==> config.mk <==
export PLATFORM = sky130hd
export DESIGN_NAME = pc_sequencer
export DESIGN_NICKNAME = d
export VERILOG_FILES = /design/src/rtl/pc_sequencer.sv
export SDC_FILE = /design/constraint.sdc
export NUM_CORES = 1
export LEC_CHECK = 0
export BUFFER_PORTS_ARGS = -buffer_cell sky130_fd_sc_hd__buf_2
export CAP_MARGIN = 10
export CORE_MARGIN = 4
export CORE_UTILIZATION = 57
export DETAILED_ROUTE_END_ITERATION = 8
export PLACE_DENSITY = 0.82
export RECOVER_POWER = 25
export REMOVE_ABC_BUFFERS = 1
export SETUP_SLACK_MARGIN = 0.02
export SLEW_MARGIN = 20
export SYNTH_ARGS = -nofsm -noshare
export SYNTH_HDL_FRONTEND = slang
export SYNTH_SLANG_ARGS = --single-unit
==> constraint.sdc <==
create_clock -name clk -period 6.6 [get_ports clk]
set_input_delay 1.32 -clock clk [delete_from_list [all_inputs] [get_ports clk]]
set_output_delay 1.32 -clock clk [all_outputs]
set_load 0.005 [all_outputs]
==> src/rtl/pc_sequencer.sv <==
// pc_sequencer -- fetch-stage program counter with a circular return-address stack.
//
// program_counter_pkg carries the branch-condition encoding and the ALU flag
// positions within status_register[3:0].
//
// Ports:
//   clk, rst_n            rising-edge clock, asynchronous active-low reset
//   stall                 hold PC and RAS this cycle (clear_flags still acts)
//   imar                  register-indirect branch target
//   address_immediate     absolute target or two's-complement PC offset
//   immediate_select      1: immediate target, 0: imar
//   relative_select       with immediate_select: target = pc + address_immediate
//   jump_branch_select    branch/jump request
//   unconditional_branch  ignore branch_condition
//   call / ret            subroutine call (push pc+step, jump) / return (pop)
//   status_register       ALU flags in bits [3:0]
//   branch_condition      condition tested when the branch is conditional
//   clear_flags           clears the sticky RAS error flags
//   pc                    registered program counter
//   ras_top               top of RAS, 0 when empty
//   ras_count             number of valid RAS entries
//   ras_overflow          sticky: a push found the RAS full
//   ras_underflow         sticky: a pop found the RAS empty

package program_counter_pkg;

  // Flag positions inside status_register
  localparam int unsigned FLAG_Z = 0;
  localparam int unsigned FLAG_C = 1;
  localparam int unsigned FLAG_N = 2;
  localparam int unsigned FLAG_V = 3;

  typedef enum logic [2:0] {
    COND_ZERO             = 3'd0,
    COND_NOT_ZERO         = 3'd1,
    COND_NEGATIVE         = 3'd2,
    COND_POSITIVE         = 3'd3,
    COND_CARRY_SET        = 3'd4,
    COND_CARRY_CLEARED    = 3'd5,
    COND_OVERFLOW_SET     = 3'd6,
    COND_OVERFLOW_CLEARED = 3'd7
  } branch_condition_e;

endpackage

module pc_sequencer
  import program_counter_pkg::*;
#(
  parameter int unsigned            I_ADDR_W     = 12,
  parameter int unsigned            INST_W_BYTES = 2,
  parameter int unsigned            DATA_W       = 8,
  parameter int unsigned            RAS_DEPTH    = 4,
  parameter logic [I_ADDR_W-1:0]    RESET_VECTOR = '0
) (
  input  logic                            clk,
  input  logic                            rst_n,
  input  logic                            stall,
  input  logic [I_ADDR_W-1:0]             imar,
  input  logic [I_ADDR_W-1:0]             address_immediate,
  input  logic                            immediate_select,
  input  logic                            relative_select,
  input  logic                            jump_branch_select,
  input  logic                            unconditional_branch,
  input  logic                            call,
  input  logic                            ret,
  input  logic [DATA_W-1:0]               status_register,
  input  branch_condition_e               branch_condition,
  input  logic                            clear_flags,
  output logic [I_ADDR_W-1:0]             pc,
  output logic [I_ADDR_W-1:0]             ras_top,
  output logic [$clog2(RAS_DEPTH+1)-1:0]  ras_count,
  output logic                            ras_overflow,
  output logic                            ras_underflow
);

  localparam int unsigned CNT_W = $clog2(RAS_DEPTH + 1);
  localparam int unsigned PTR_W = $clog2(RAS_DEPTH);

  logic [I_ADDR_W-1:0] r_pc;
  logic [I_ADDR_W-1:0] r_ras [RAS_DEPTH];
  logic [PTR_W-1:0]    r_wr_ptr;   // slot the next push writes
  logic [CNT_W-1:0]    r_count;
  logic                r_ovf;
  logic                r_unf;

  logic [I_ADDR_W-1:0] w_seq_pc;
  logic [I_ADDR_W-1:0] w_target;
  logic [I_ADDR_W-1:0] w_pc_nxt;
  logic [PTR_W-1:0]    w_ptr_inc;
  logic [PTR_W-1:0]    w_ptr_dec;
  logic [3:0]          w_flags;
  logic                w_unused_status;
  logic                w_cond_met;
  logic                w_taken;
  logic                w_push;
  logic                w_pop;
  logic                w_ovf_set;
  logic                w_unf_set;

  assign w_flags         = status_register[3:0];
  assign w_unused_status = |status_register[DATA_W-1:4];

  assign w_seq_pc = r_pc + I_ADDR_W'(INST_W_BYTES);
  assign w_target = !immediate_select ? imar
                  : relative_select   ? r_pc + address_immediate
                  :                     address_immediate;

  // Explicit wrap keeps the ring correct for non-power-of-two depths
  assign w_ptr_inc = (r_wr_ptr == PTR_W'(RAS_DEPTH - 1)) ? '0 : r_wr_ptr + 1'b1;
  assign w_ptr_dec = (r_wr_ptr == '0) ? PTR_W'(RAS_DEPTH - 1) : r_wr_ptr - 1'b1;

  always_comb begin
    w_cond_met = 1'b0;
    case (branch_condition)
      COND_ZERO:             w_cond_met =  w_flags[FLAG_Z];
      COND_NOT_ZERO:         w_cond_met = !w_flags[FLAG_Z];
      COND_NEGATIVE:         w_cond_met =  w_flags[FLAG_N];
      COND_POSITIVE:         w_cond_met = !w_flags[FLAG_N];
      COND_CARRY_SET:        w_cond_met =  w_flags[FLAG_C];
      COND_CARRY_CLEARED:    w_cond_met = !w_flags[FLAG_C];
      COND_OVERFLOW_SET:     w_cond_met =  w_flags[FLAG_V];
      COND_OVERFLOW_CLEARED: w_cond_met = !w_flags[FLAG_V];
      default:               w_cond_met = 1'b0;
    endcase
  end

  assign w_taken = jump_branch_select & (unconditional_branch | w_cond_met);

  // Priority: ret > call > taken branch > sequential
  always_comb begin
    w_pc_nxt  = w_seq_pc;
    w_push    = 1'b0;
    w_pop     = 1'b0;
    w_ovf_set = 1'b0;
    w_unf_set = 1'b0;
    if (!stall) begin
      if (ret) begin
        if (r_count != '0) begin
          w_pc_nxt = ras_top;
          w_pop    = 1'b1;
        end else begin
          w_unf_set = 1'b1;
        end
      end else if (call) begin
        w_pc_nxt  = w_target;
        w_push    = 1'b1;
        w_ovf_set = (r_count == CNT_W'(RAS_DEPTH));
      end else if (w_taken) begin
        w_pc_nxt = w_target;
      end
    end
  end

  always_ff @(posedge clk or negedge rst_n) begin
    if (!rst_n) begin
      r_pc     <= RESET_VECTOR;
      r_wr_ptr <= '0;
      r_count  <= '0;
      for (int unsigned i = 0; i < RAS_DEPTH; i++) r_ras[i] <= '0;
    end else if (!stall) begin
      r_pc <= w_pc_nxt;
      if (w_push) begin
        // When full the ring write lands on the oldest entry
        r_ras[r_wr_ptr] <= w_seq_pc;
        r_wr_ptr        <= w_ptr_inc;
        if (!w_ovf_set) r_count <= r_count + 1'b1;
      end else if (w_pop) begin
        r_wr_ptr <= w_ptr_dec;
        r_count  <= r_count - 1'b1;
      end
    end
  end

  // Set events win over a same-cycle clear
  always_ff @(posedge clk or negedge rst_n) begin
    if (!rst_n) begin
      r_ovf <= 1'b0;
      r_unf <= 1'b0;
    end else begin
      if (w_ovf_set)        r_ovf <= 1'b1;
      else if (clear_flags) r_ovf <= 1'b0;
      if (w_unf_set)        r_unf <= 1'b1;
      else if (clear_flags) r_unf <= 1'b0;
    end
  end

  assign pc            = r_pc;
  assign ras_top       = (r_count != '0) ? r_ras[w_ptr_dec] : '0;
  assign ras_count     = r_count;
  assign ras_overflow  = r_ovf;
  assign ras_underflow = r_unf;

endmodule

==> impl_metrics.tcl, run 1 <==
set metrics [dict create \
    run_status "finished, violations left" \
    failed_checks "capacitance limit, slew limit" \
    detailed_place.area_sq_mm 0.00468 \
    die_w_um 95.3 \
    most-common-layout-cells "68 x sky130_fd_sc_hd__buf_2, 67 x sky130_fd_sc_hd__dfrtp_1, 59 x sky130_fd_sc_hd__nor2_1" \
    synthTopCellsByArea "sky130_fd_sc_hd__dfrtp_1 39%, sky130_fd_sc_hd__mux4_2 6.7%, sky130_fd_sc_hd__a21oi_1 5.9%" \
    peakVddDrop_uv 192 \
    clock-sinks 67 \
    num-fill-cells 565 \
    synth_top_family_by_area "compound AO/OA/AOI/OAI gates" \
    worst_path_dominant_cell_family "buffers and inverters" \
    total_leakage_power_nw 2.18 \
    floorplan.die_area_sq_mm 0.00907 \
    final_min_period_over_clock_period_pct 65.2 \
    grt_start_max_net_pins 68 \
    place.gp.congestion 0.938 \
    dp_hpwl_um 8030 \
    synth_compound_area_share_pct 19.1 \
    worst_skew_pair.late_latency_ns 0.34 \
    tritoncts "done" \
    post_cts_resized 0 \
    synth.avg_cell_area_sq_um 9.48 \
    timing.critical_path.fanout_max 67 \
    max_clock_freq_mhz 233 \
    yosysTopAreaCellShare_pct 38.6 \
    synth.yosys.warnings 0 \
    initial_utilization_pct 59.2 \
    clock-root-buffer "sky130_fd_sc_hd__clkbuf_8" \
    cts_post_setup_buffers_inserted 0 \
    timing.critical_path.slowest_cell_delay_ns 2.49 \
    yosys.area_share.adder_pct 5.53 \
    cts_hold_repair.buffers 0 \
    post_route_clock_skew_ns 0.0126 \
    grt_pass1_vias 3711 \
    critical_path.cell_chain "buf_2 -> clkbuf_1" \
    cap_violations 1 \
    share_of_cells_above_drive_strength_1_pct 23.4 \
    crit_type "primary input to asynchronous set/reset pin" \
    min_period_ns 4.30 \
    muxShareOfSynthArea_pct 11.7 \
    routed_via_count 3830 \
    worst_pin_slew_ns 3.57 \
    rows 31 \
    synth.largest_area_cell "sky130_fd_sc_hd__dfrtp_1" \
    layout.cells.most_common "sky130_fd_sc_hd__buf_2" \
    synthXorXnorAreaFrac_pct 3.20 \
    setup_violations 0 \
    die-height_um 95.3 \
    cp-end-kind "asynchronous set/reset pin" \
    layout.nets 576 \
    cts_made_buffers 9 \
    groute.usage.overall_pct 25.5 \
    worst-endpoint-required_ns 6.24 \
    slew-limit-headroom_pct -138 \
    final_area_sq_mm 0.00490 \
    post_synth_inst_count 458 \
    grt_first_pass_wirelength_um 17800 \
    drv_slew 68 \
    fin_tns_setup_ns 0 \
    detail_route.drc_violations 0 \
    number_of_h_tree_levels 3 \
    worstPathBufferInverterCount 2 \
    drt-initial-drc-count 317 \
    detail_route.vias_per_cell 6.22 \
    top_level_ports 74 \
    post_drt_wl_per_cell_um 17.9 \
    drt.antenna.violating_nets 0 \
    ratio_of_total_power_to_cell_area_mw_per_mm2 512 \
    cts-root-to-sink-buffers 2 \
    ys_seq_elements 67 \
    global_route.overflow_total 0 \
    post_synth_and_or_nand_nor_area_fraction_pct 16.8 \
    grt_setup_unrepaired "no" \
    growth_of_design_area_from_synthesis_to_finish_pct 12.9 \
    async_sr_flop_fraction_pct 100 \
    cp.arrival_ns 3.94 \
    yosysUniqueCellTypes 64 \
    io_buffers 69 \
    hold_path.class "flip-flop to flip-flop" \
    synth_enable_flop_cells 0 \
    sequential_cell_area_fraction_in_the_yosys_report_pct 38.6 \
    drt_pass_1_iters 5 \
    design.core.area_sq_mm 0.00733 \
    routed_wl_um 11000 \
    startpoint_type "primary input" \
    hold_viol 0 \
    diodes 0 \
    grt_antenna_before_repair 0 \
    synth-main-ff-cell "sky130_fd_sc_hd__dfrtp_1" \
    clk_transition_reported_paths_ns 0.07 \
    netlist_area_sq_mm 0.00434 \
    crit_path_max_delay_cell_type "sky130_fd_sc_hd__clkbuf_1" \
]
==> cell families after synthesis <==
group,after synthesis
flip-flops,67
adder cells (fa/ha/maj),18
AO/OA/AOI/OAI,130
buffers and inverters,45
multiplexers,33
AND/OR/NAND/NOR,150
XOR/XNOR,15
==> metrics by stage <==
step / cells / hold slack [ns] / setup slack [ns] / total power [W] / utilization [%]
3_5_place_dp: 601 / 0.496 / 3.19 / 0.00211 / 63.9
5_1_grt: 616 / 0.526 / 1.55 / 0.00269 / 66.9
2_1_floorplan: 430 / 0.475 / 2.88 / 0.00166 / -
6_report: 616 / 0.516 / 2.30 / 0.00251 / 66.9
3_3_place_gp: 601 / 0.485 / 3.25 / 0.00204 / 63.9
4_1_cts: 616 / 0.512 / 2.88 / 0.00250 / 66.9
==> synthesized netlist by cell type (6+ instances only) <==
master,count
sky130_fd_sc_hd__nor3_1,7
sky130_fd_sc_hd__a21o_1,6
sky130_fd_sc_hd__mux2_2,13
sky130_fd_sc_hd__dfrtp_1,67
sky130_fd_sc_hd__inv_1,15
sky130_fd_sc_hd__nor2_1,59
sky130_fd_sc_hd__and2_1,13
sky130_fd_sc_hd__nand2_1,24
sky130_fd_sc_hd__clkbuf_1,17
sky130_fd_sc_hd__a21oi_1,51
sky130_fd_sc_hd__xor2_1,8
sky130_fd_sc_hd__and3_1,8
sky130_fd_sc_hd__nor2b_1,6
sky130_fd_sc_hd__o21ai_0,24
sky130_fd_sc_hd__ha_1,16
sky130_fd_sc_hd__mux2i_1,7
sky130_fd_sc_hd__nand3_1,8
sky130_fd_sc_hd__xnor2_1,6
sky130_fd_sc_hd__mux4_2,13
==> where the power goes <==
group          switching, W  internal (W)  leakage [nW]  total [W]
sequential         0.000180      0.000612         0.796   0.000792
combinational      0.000692      0.000640          1.27    0.00133
clock              0.000156      0.000231         0.115   0.000387
total               0.00103       0.00148          2.18    0.00251
==> registers in the layout, summed over array words and instances (netlist names) <==
register / cells
r_ras: 48
pc: 12
ras_count: 3
r_wr_ptr: 2
ras_overflow: 1
ras_underflow: 1
==> final timing paths <==
kind / start / end / slack, ns / depth (start not counted)
setup / recovery: rst_n / pc[9]$_DFFE_PN0N_ / 2.30 / 2
hold / removal: r_ras[38]$_DFFE_PN0P_ / r_ras[38]$_DFFE_PN0P_ / 0.52 / 1
setup reg to reg: r_wr_ptr[0]$_DFFE_PN0P_ / pc[9]$_DFFE_PN0N_ / 3.93 / 9
hold reg to reg: r_ras[38]$_DFFE_PN0P_ / r_ras[38]$_DFFE_PN0P_ / 0.52 / 1
max in group clk: r_wr_ptr[0]$_DFFE_PN0P_ / ras_top[3] / 2.90 / 7
min in group asynchronous: rst_n / ras_count[0]$_DFFE_PN0P_ / 2.28 / 2
==> final cells by class <==
class	instances	area [sq um]	area share, %
Tap cell	99	124	2.53
Multi-Input combinational cell	346	2450	50.0
Timing Repair Buffer	72	363	7.40
Sequential cell	67	1680	34.2
Clock inverter	4	73.8	1.51
Clock buffer	11	151	3.09
Inverter	17	63.8	1.30
==> metal layers <==
layer	global-route usage (%)	wire (um)	up-vias
li1	-	-	1778
met1	32.2	4440	1827
met2	42.7	5410	186
met3	4.34	808	39
met4	11.4	366	0
met5	0	0	-
No activity file was read; power rests on OpenSTA's default activity.
==> run 2, diff against run 1 <==
- ABC_AREA: default -> 1
- CORE_UTILIZATION: 57 -> 52
- PLACE_DENSITY: 0.82 -> 0.78
- clock period: 6.6 -> 3.6 ns (I/O delays scaled with it)
==> impl_metrics.tcl, run 2 <==
set metrics [dict create \
    timing.critical_path.fanout_max 19 \
    yosysUniqueCellTypes 36 \
    die_w_um 103 \
    rows 34 \
    die-height_um 103 \
    global_route.overflow_total 0 \
    largest-register "r_ras" \
    routed_wl_um 12600 \
    synth.largest_area_cell "sky130_fd_sc_hd__dfrtp_1" \
    cap_violations 1 \
    growth_of_design_area_from_synthesis_to_finish_pct 12.5 \
    postLayoutSetupSlackWorst_ns 0.320 \
    cts_made_buffers 9 \
    tritoncts "done" \
    clock-sinks 67 \
    diodes 0 \
    grt_antenna_before_repair 0 \
    total_leakage_power_nw 2.79 \
    top_level_ports 74 \
    seq_area_sq_mm 0.00168 \
    dp_hpwl_um 9090 \
    grt_setup_unrepaired "no" \
    crit-reg2reg-launch "r_wr_ptr[0]$_DFFE_PN0P_" \
    launching_instance_or_port_of_the_critical_path "r_wr_ptr[0]$_DFFE_PN0P_" \
    most_common_cell_in_the_synthesized_netlist "sky130_fd_sc_hd__nand2_1" \
    netlist_area_sq_mm 0.00466 \
    layout.cells.most_common "sky130_fd_sc_hd__nand2_1" \
    synth.avg_cell_area_sq_um 6.86 \
    grt_first_pass_wirelength_um 21000 \
    sequential_cell_area_fraction_in_the_yosys_report_pct 36.0 \
    synth-main-ff-cell "sky130_fd_sc_hd__dfrtp_1" \
    grt.met3_usage_pct 4.47 \
    post_cts_resized 0 \
    floorplan.die_area_sq_mm 0.0105 \
    cts_hold_repair.buffers 0 \
    cp.arrival_ns 2.56 \
    setup_violations 0 \
    area_of_the_multi_input_gates_sq_mm 0.00252 \
    initial_utilization_pct 53.5 \
    hold_ws_ns 0.480 \
    min_period_ns 3.28 \
    most-common-layout-cells "181 x sky130_fd_sc_hd__nand2_1, 81 x sky130_fd_sc_hd__nor2_1, 80 x sky130_fd_sc_hd__inv_1" \
    crit_type "flip-flop to output pin" \
    worst-endpoint-required_ns 2.88 \
    worst_setup_slack_after_placement_ns 0.756 \
    hold_path.class "flip-flop to flip-flop" \
    detail_route.drc_violations 0 \
    hold_path_depth 2 \
    post_route_clock_skew_ns 0.0115 \
    grt_most_used_layer "met2" \
    final_core_utilization_pct 60.1 \
    num-fill-cells 811 \
    drt.antenna.violating_nets 0 \
    io_buffers 69 \
    layout.nets 800 \
    use_met2_pct 41.4 \
    hold_viol 0 \
    post_synth_inst_count 680 \
    run_status "finished, violations left" \
    global_route.usage.met1_pct 34.3 \
    drt-initial-drc-count 354 \
    max_clock_freq_mhz 305 \
    design.core.area_sq_mm 0.00872 \
    cts-root-to-sink-buffers 2 \
    hold-path-endpoint "r_ras[40]$_DFFE_PN0P_" \
    ys_seq_elements 67 \
    failed_checks "capacitance limit, slew limit" \
    slew-limit-headroom_pct -8.68 \
    startpoint_type "flip-flop" \
    groute.usage.overall_pct 25.1 \
    share_of_cells_above_drive_strength_1_pct 15.2 \
    synthTopCellsByArea "sky130_fd_sc_hd__dfrtp_1 36%, sky130_fd_sc_hd__nand2_1 15%, sky130_fd_sc_hd__o21ai_0 7.6%" \
    worst_hold_startpoint "r_ras[40]$_DFFE_PN0P_" \
    final_min_period_over_clock_period_pct 91.1 \
    drv_slew 68 \
    synth_enable_flop_cells 0 \
    peakVddDrop_uv 453 \
    place.gp.congestion 0.852 \
    r2r_setup_slk_ns 1.08 \
    worst_r2r_path_depth 12 \
    largest_register_ffs 48 \
    grt_pass1_vias 4495 \
    post_drt_wl_per_cell_um 14.8 \
    drt_pass_1_iters 5 \
    ratio_of_total_power_to_cell_area_mw_per_mm2 910 \
    worst_pin_slew_ns 1.63 \
    synth.yosys.warnings 0 \
    worst_r2r_endpoint "pc[5]$_DFFE_PN0N_" \
    routed_via_count 4660 \
    worst_skew_pair.late_latency_ns 0.35 \
    cp-end-kind "output pin" \
    fin_tns_setup_ns 0 \
    synth_top_cells_by_count "181 x sky130_fd_sc_hd__nand2_1, 81 x sky130_fd_sc_hd__nor2_1, 80 x sky130_fd_sc_hd__inv_1" \
    yosysTopAreaCellShare_pct 36.0 \
    cts_post_setup_buffers_inserted 0 \
    grt_start_max_net_pins 68 \
    total_power_w 0.00477 \
    clock-root-buffer "sky130_fd_sc_hd__clkbuf_8" \
    detail_route.vias_per_cell 5.48 \
    async_sr_flop_fraction_pct 100 \
    clk_transition_reported_paths_ns 0.07 \
    number_of_h_tree_levels 3 \
]
run 2: cell count changes in the layout (fill, tap and decap cells not counted), moves of 8 or more:
| cell | change |
|---|---|
| sky130_fd_sc_hd__nor2_1 | +22 |
| sky130_fd_sc_hd__mux2_2 | -13 |
| sky130_fd_sc_hd__mux4_2 | -13 |
| sky130_fd_sc_hd__a21oi_2 | +8 |
| sky130_fd_sc_hd__o21ai_0 | +47 |
| sky130_fd_sc_hd__o21ai_1 | +12 |
| sky130_fd_sc_hd__and3_1 | -8 |
| sky130_fd_sc_hd__a21oi_1 | -21 |
| sky130_fd_sc_hd__and2_1 | -13 |
| sky130_fd_sc_hd__nand3_1 | +51 |
| sky130_fd_sc_hd__inv_1 | +65 |
| sky130_fd_sc_hd__nand2_1 | +157 |
run 2: power by group:
group	leakage [nW]	internal, W	total [W]	switching [W]
Sequential	0.829	0.00110	0.00141	0.000305
Clock	0.113	0.000427	0.000717	0.000290
Combinational	1.85	0.000984	0.00265	0.00166
Total	2.79	0.00251	0.00477	0.00226
run 2: kinds of logic after synthesis:
family	Yosys count	share of synthesized area (%)
AOI/OAI and AO/OA	129	15.2
xor gates and xnor gates	13	2.44
adders and majority gates	18	5.15
buffers and inverters	111	10.1
DFF	67	36.0
muxes	2	0.537
and+or+nand+nor	340	30.6
run 2: per-layer routing:
| metal | up-vias | routed length (um) |
|---|---|---|
| met4 | 0 | 136 |
| met2 | 172 | 6030 |
| met1 | 2188 | 5600 |
| met5 | - | 0 |
| li1 | 2285 | - |
| met3 | 15 | 809 |
run 2: layout make-up:
class	count	share of cell area [%]
Clock inverter	4	1.38
Multi-Input combinational cell	502	48.0
Tap cell	108	2.58
Inverter	84	6.01
Timing Repair Buffer	73	7.11
Sequential cell	67	32.0
Clock buffer	12	2.96
run 2: worst max-delay path: stages (launching register included):
cell and delay, ns:
sky130_fd_sc_hd__dfrtp_1 0.43, sky130_fd_sc_hd__inv_2 0.09, sky130_fd_sc_hd__ha_1 0.25, sky130_fd_sc_hd__inv_1 0.08
sky130_fd_sc_hd__nand2_1 0.35, sky130_fd_sc_hd__buf_4 0.34, sky130_fd_sc_hd__a21oi_1 0.15, sky130_fd_sc_hd__o21ai_0 0.11
sky130_fd_sc_hd__a21oi_1 0.24, sky130_fd_sc_hd__buf_2 0.17
run 2: worst max path at each step:
stage / end / depth (start not counted)
final: ras_top[5] / 9
after detailed placement: ras_top[5] / 9
after CTS: ras_top[5] / 9
after global routing: ras_top[5] / 9
after global placement: ras_top[5] / 9
after floorplan: ras_top[8] / 7
run 2: metrics by stage:
| stage | instance area, sq um | std cells |
|---|---|---|
| 4_1_cts | 5250 | 850 |
| 2_1_floorplan | 4510 | 653 |
| 6_report | 5250 | 850 |
| 3_3_place_gp | 5020 | 834 |
| 3_5_place_dp | 5020 | 834 |
| 5_1_grt | 5250 | 850 |
==> run 3, diff against run 2 <==
- CORE_ASPECT_RATIO: default -> 0.9
==> impl_metrics.tcl, run 3 (same netlist as run 2, synthesis figures left out) <==
set metrics [dict create \
    most-common-layout-cells "181 x sky130_fd_sc_hd__nand2_1, 81 x sky130_fd_sc_hd__nor2_1, 80 x sky130_fd_sc_hd__inv_1" \
    largest_register_ffs 48 \
    cts_hold_repair.buffers 0 \
    drt.antenna.violating_nets 0 \
    max_clock_freq_mhz 333 \
    startpoint_type "flip-flop" \
    detail_route.vias_per_cell 5.54 \
    post_route_clock_skew_ns 0.00611 \
    routed_via_count 4782 \
    cap_violations 0 \
    diodes 0 \
    cts-root-to-sink-buffers 2 \
    final_min_period_over_clock_period_pct 83.5 \
    grt_antenna_before_repair 0 \
    min_period_ns 3.01 \
    top_level_ports 74 \
    design.core.area_sq_mm 0.00865 \
    layout.cells.most_common "sky130_fd_sc_hd__nand2_1" \
    hold_path.class "flip-flop to flip-flop" \
    num-fill-cells 834 \
    cp-end-kind "output pin" \
    hold_viol 0 \
    cp.arrival_ns 2.29 \
    worst_skew_pair.late_latency_ns 0.35 \
    drt_pass_1_iters 5 \
    initial_utilization_pct 53.9 \
    cts_made_buffers 9 \
    ratio_of_total_power_to_cell_area_mw_per_mm2 908 \
    io_buffers 69 \
    timing.critical_path.fanout_max 24 \
    number_of_h_tree_levels 3 \
    slew-limit-headroom_pct 5.01 \
    post_cts_resized 0 \
    clock-sinks 67 \
    share_of_cells_above_drive_strength_1_pct 15.2 \
    dp_hpwl_um 9570 \
    grt_pass1_vias 4417 \
    grt_start_max_net_pins 29 \
    groute.usage.overall_pct 25.1 \
    crit_type "flip-flop to output pin" \
    tritoncts "done" \
    total_leakage_power_nw 2.79 \
    largest-register "r_ras" \
    fin_tns_setup_ns 0 \
    cts_post_setup_buffers_inserted 0 \
    worst-endpoint-required_ns 2.88 \
    post_drt_wl_per_cell_um 15.2 \
    growth_of_design_area_from_synthesis_to_finish_pct 12.9 \
    rows 32 \
    global_route.overflow_total 0 \
    floorplan.die_area_sq_mm 0.0105 \
    drv_slew 0 \
    setup_violations 0 \
    layout.nets 802 \
    clk_transition_reported_paths_ns 0.08 \
    die_w_um 108 \
    peakVddDrop_uv 498 \
    hold_ws_ns 0.484 \
    place.gp.congestion 0.929 \
    grt_first_pass_wirelength_um 21300 \
    detail_route.drc_violations 0 \
    routed_wl_um 13100 \
    worst_pin_slew_ns 1.42 \
    grt_setup_unrepaired "no" \
    die-height_um 97.8 \
    clock-root-buffer "sky130_fd_sc_hd__clkbuf_8" \
    run_status "finished, final reports clean" \
    drt-initial-drc-count 435 \
]
## run 3: cell types whose count changed in the layout (fill, tap and decap cells not counted)
cell                       change
sky130_fd_sc_hd__clkinv_2      -1
sky130_fd_sc_hd__clkbuf_1      +2
sky130_fd_sc_hd__clkbuf_2      -1
sky130_fd_sc_hd__buf_4         +1
sky130_fd_sc_hd__clkbuf_8      -2
sky130_fd_sc_hd__buf_2         -1
sky130_fd_sc_hd__clkinv_4      +4
## run 3: per-layer routing
layer  vias up  part of all wire, %  track usage, %
met5         -                    0               0
met1      2230                   42            34.4
met3        27                  7.7            5.49
met2       233                   48            40.2
met4         0                  1.9            7.09
li1       2292                    -               -
## run 3: stage by stage
stage / util (%) / instance area [sq um] / instances / total power, W / setup slack (ns)
3_3_place_gp: 58.4 / 5050 / 847 / 0.00393 / 1.01
4_1_cts: 61.0 / 5280 / 863 / 0.00477 / 0.559
6_report: 60.9 / 5270 / 863 / 0.00478 / 0.595
5_1_grt: 60.9 / 5270 / 863 / 0.00521 / 0.341
2_1_floorplan: - / 4510 / 653 / 0.00312 / 1.25
3_5_place_dp: 58.4 / 5050 / 847 / 0.00404 / 0.948
## run 3: worst paths after layout
check | slack [ns] | to | startpoint | cells after the start
max reg2reg | 1.06 | pc[1]$_DFFE_PN0N_ | ras_count[0]$_DFFE_PN0P_ | 8
min | 0.48 | r_ras[13]$_DFFE_PN0P_ | r_ras[13]$_DFFE_PN0P_ | 2
max in group asynchronous | 1.00 | r_ras[41]$_DFFE_PN0P_ | rst_n | 2
min in group asynchronous | 0.65 | r_ras[23]$_DFFE_PN0P_ | rst_n | 1
max | 0.59 | ras_top[5] | r_wr_ptr[0]$_DFFE_PN0P_ | 9
min reg2reg | 0.48 | r_ras[13]$_DFFE_PN0P_ | r_ras[13]$_DFFE_PN0P_ | 2
## run 3: power breakdown
group,internal (W),leakage (nW),switching [W]
registers,0.00110,0.829,0.000307
logic,0.000985,1.85,0.00168
clock network,0.000394,0.110,0.000312
## run 3: layout make-up
type / count / area, sq um / area share, %
multi-input cells: 502 / 2520 / 47.8
flip-flops and latches: 67 / 1680 / 31.8
repair buffers: 75 / 382 / 7.25
inverters: 84 / 315 / 5.99
well taps: 119 / 149 / 2.83
clock buffers: 9 / 124 / 2.35
clock inverters: 7 / 103 / 1.95
## run 3: critical path, cell delays in order (launching register included)
cell	delay (ns)
sky130_fd_sc_hd__dfrtp_1	0.43
sky130_fd_sc_hd__inv_2	0.09
sky130_fd_sc_hd__ha_1	0.25
sky130_fd_sc_hd__inv_1	0.08
sky130_fd_sc_hd__nand2_1	0.15
sky130_fd_sc_hd__buf_4	0.27
sky130_fd_sc_hd__a21oi_1	0.13
sky130_fd_sc_hd__o21ai_0	0.08
sky130_fd_sc_hd__a21oi_1	0.26
sky130_fd_sc_hd__buf_2	0.17
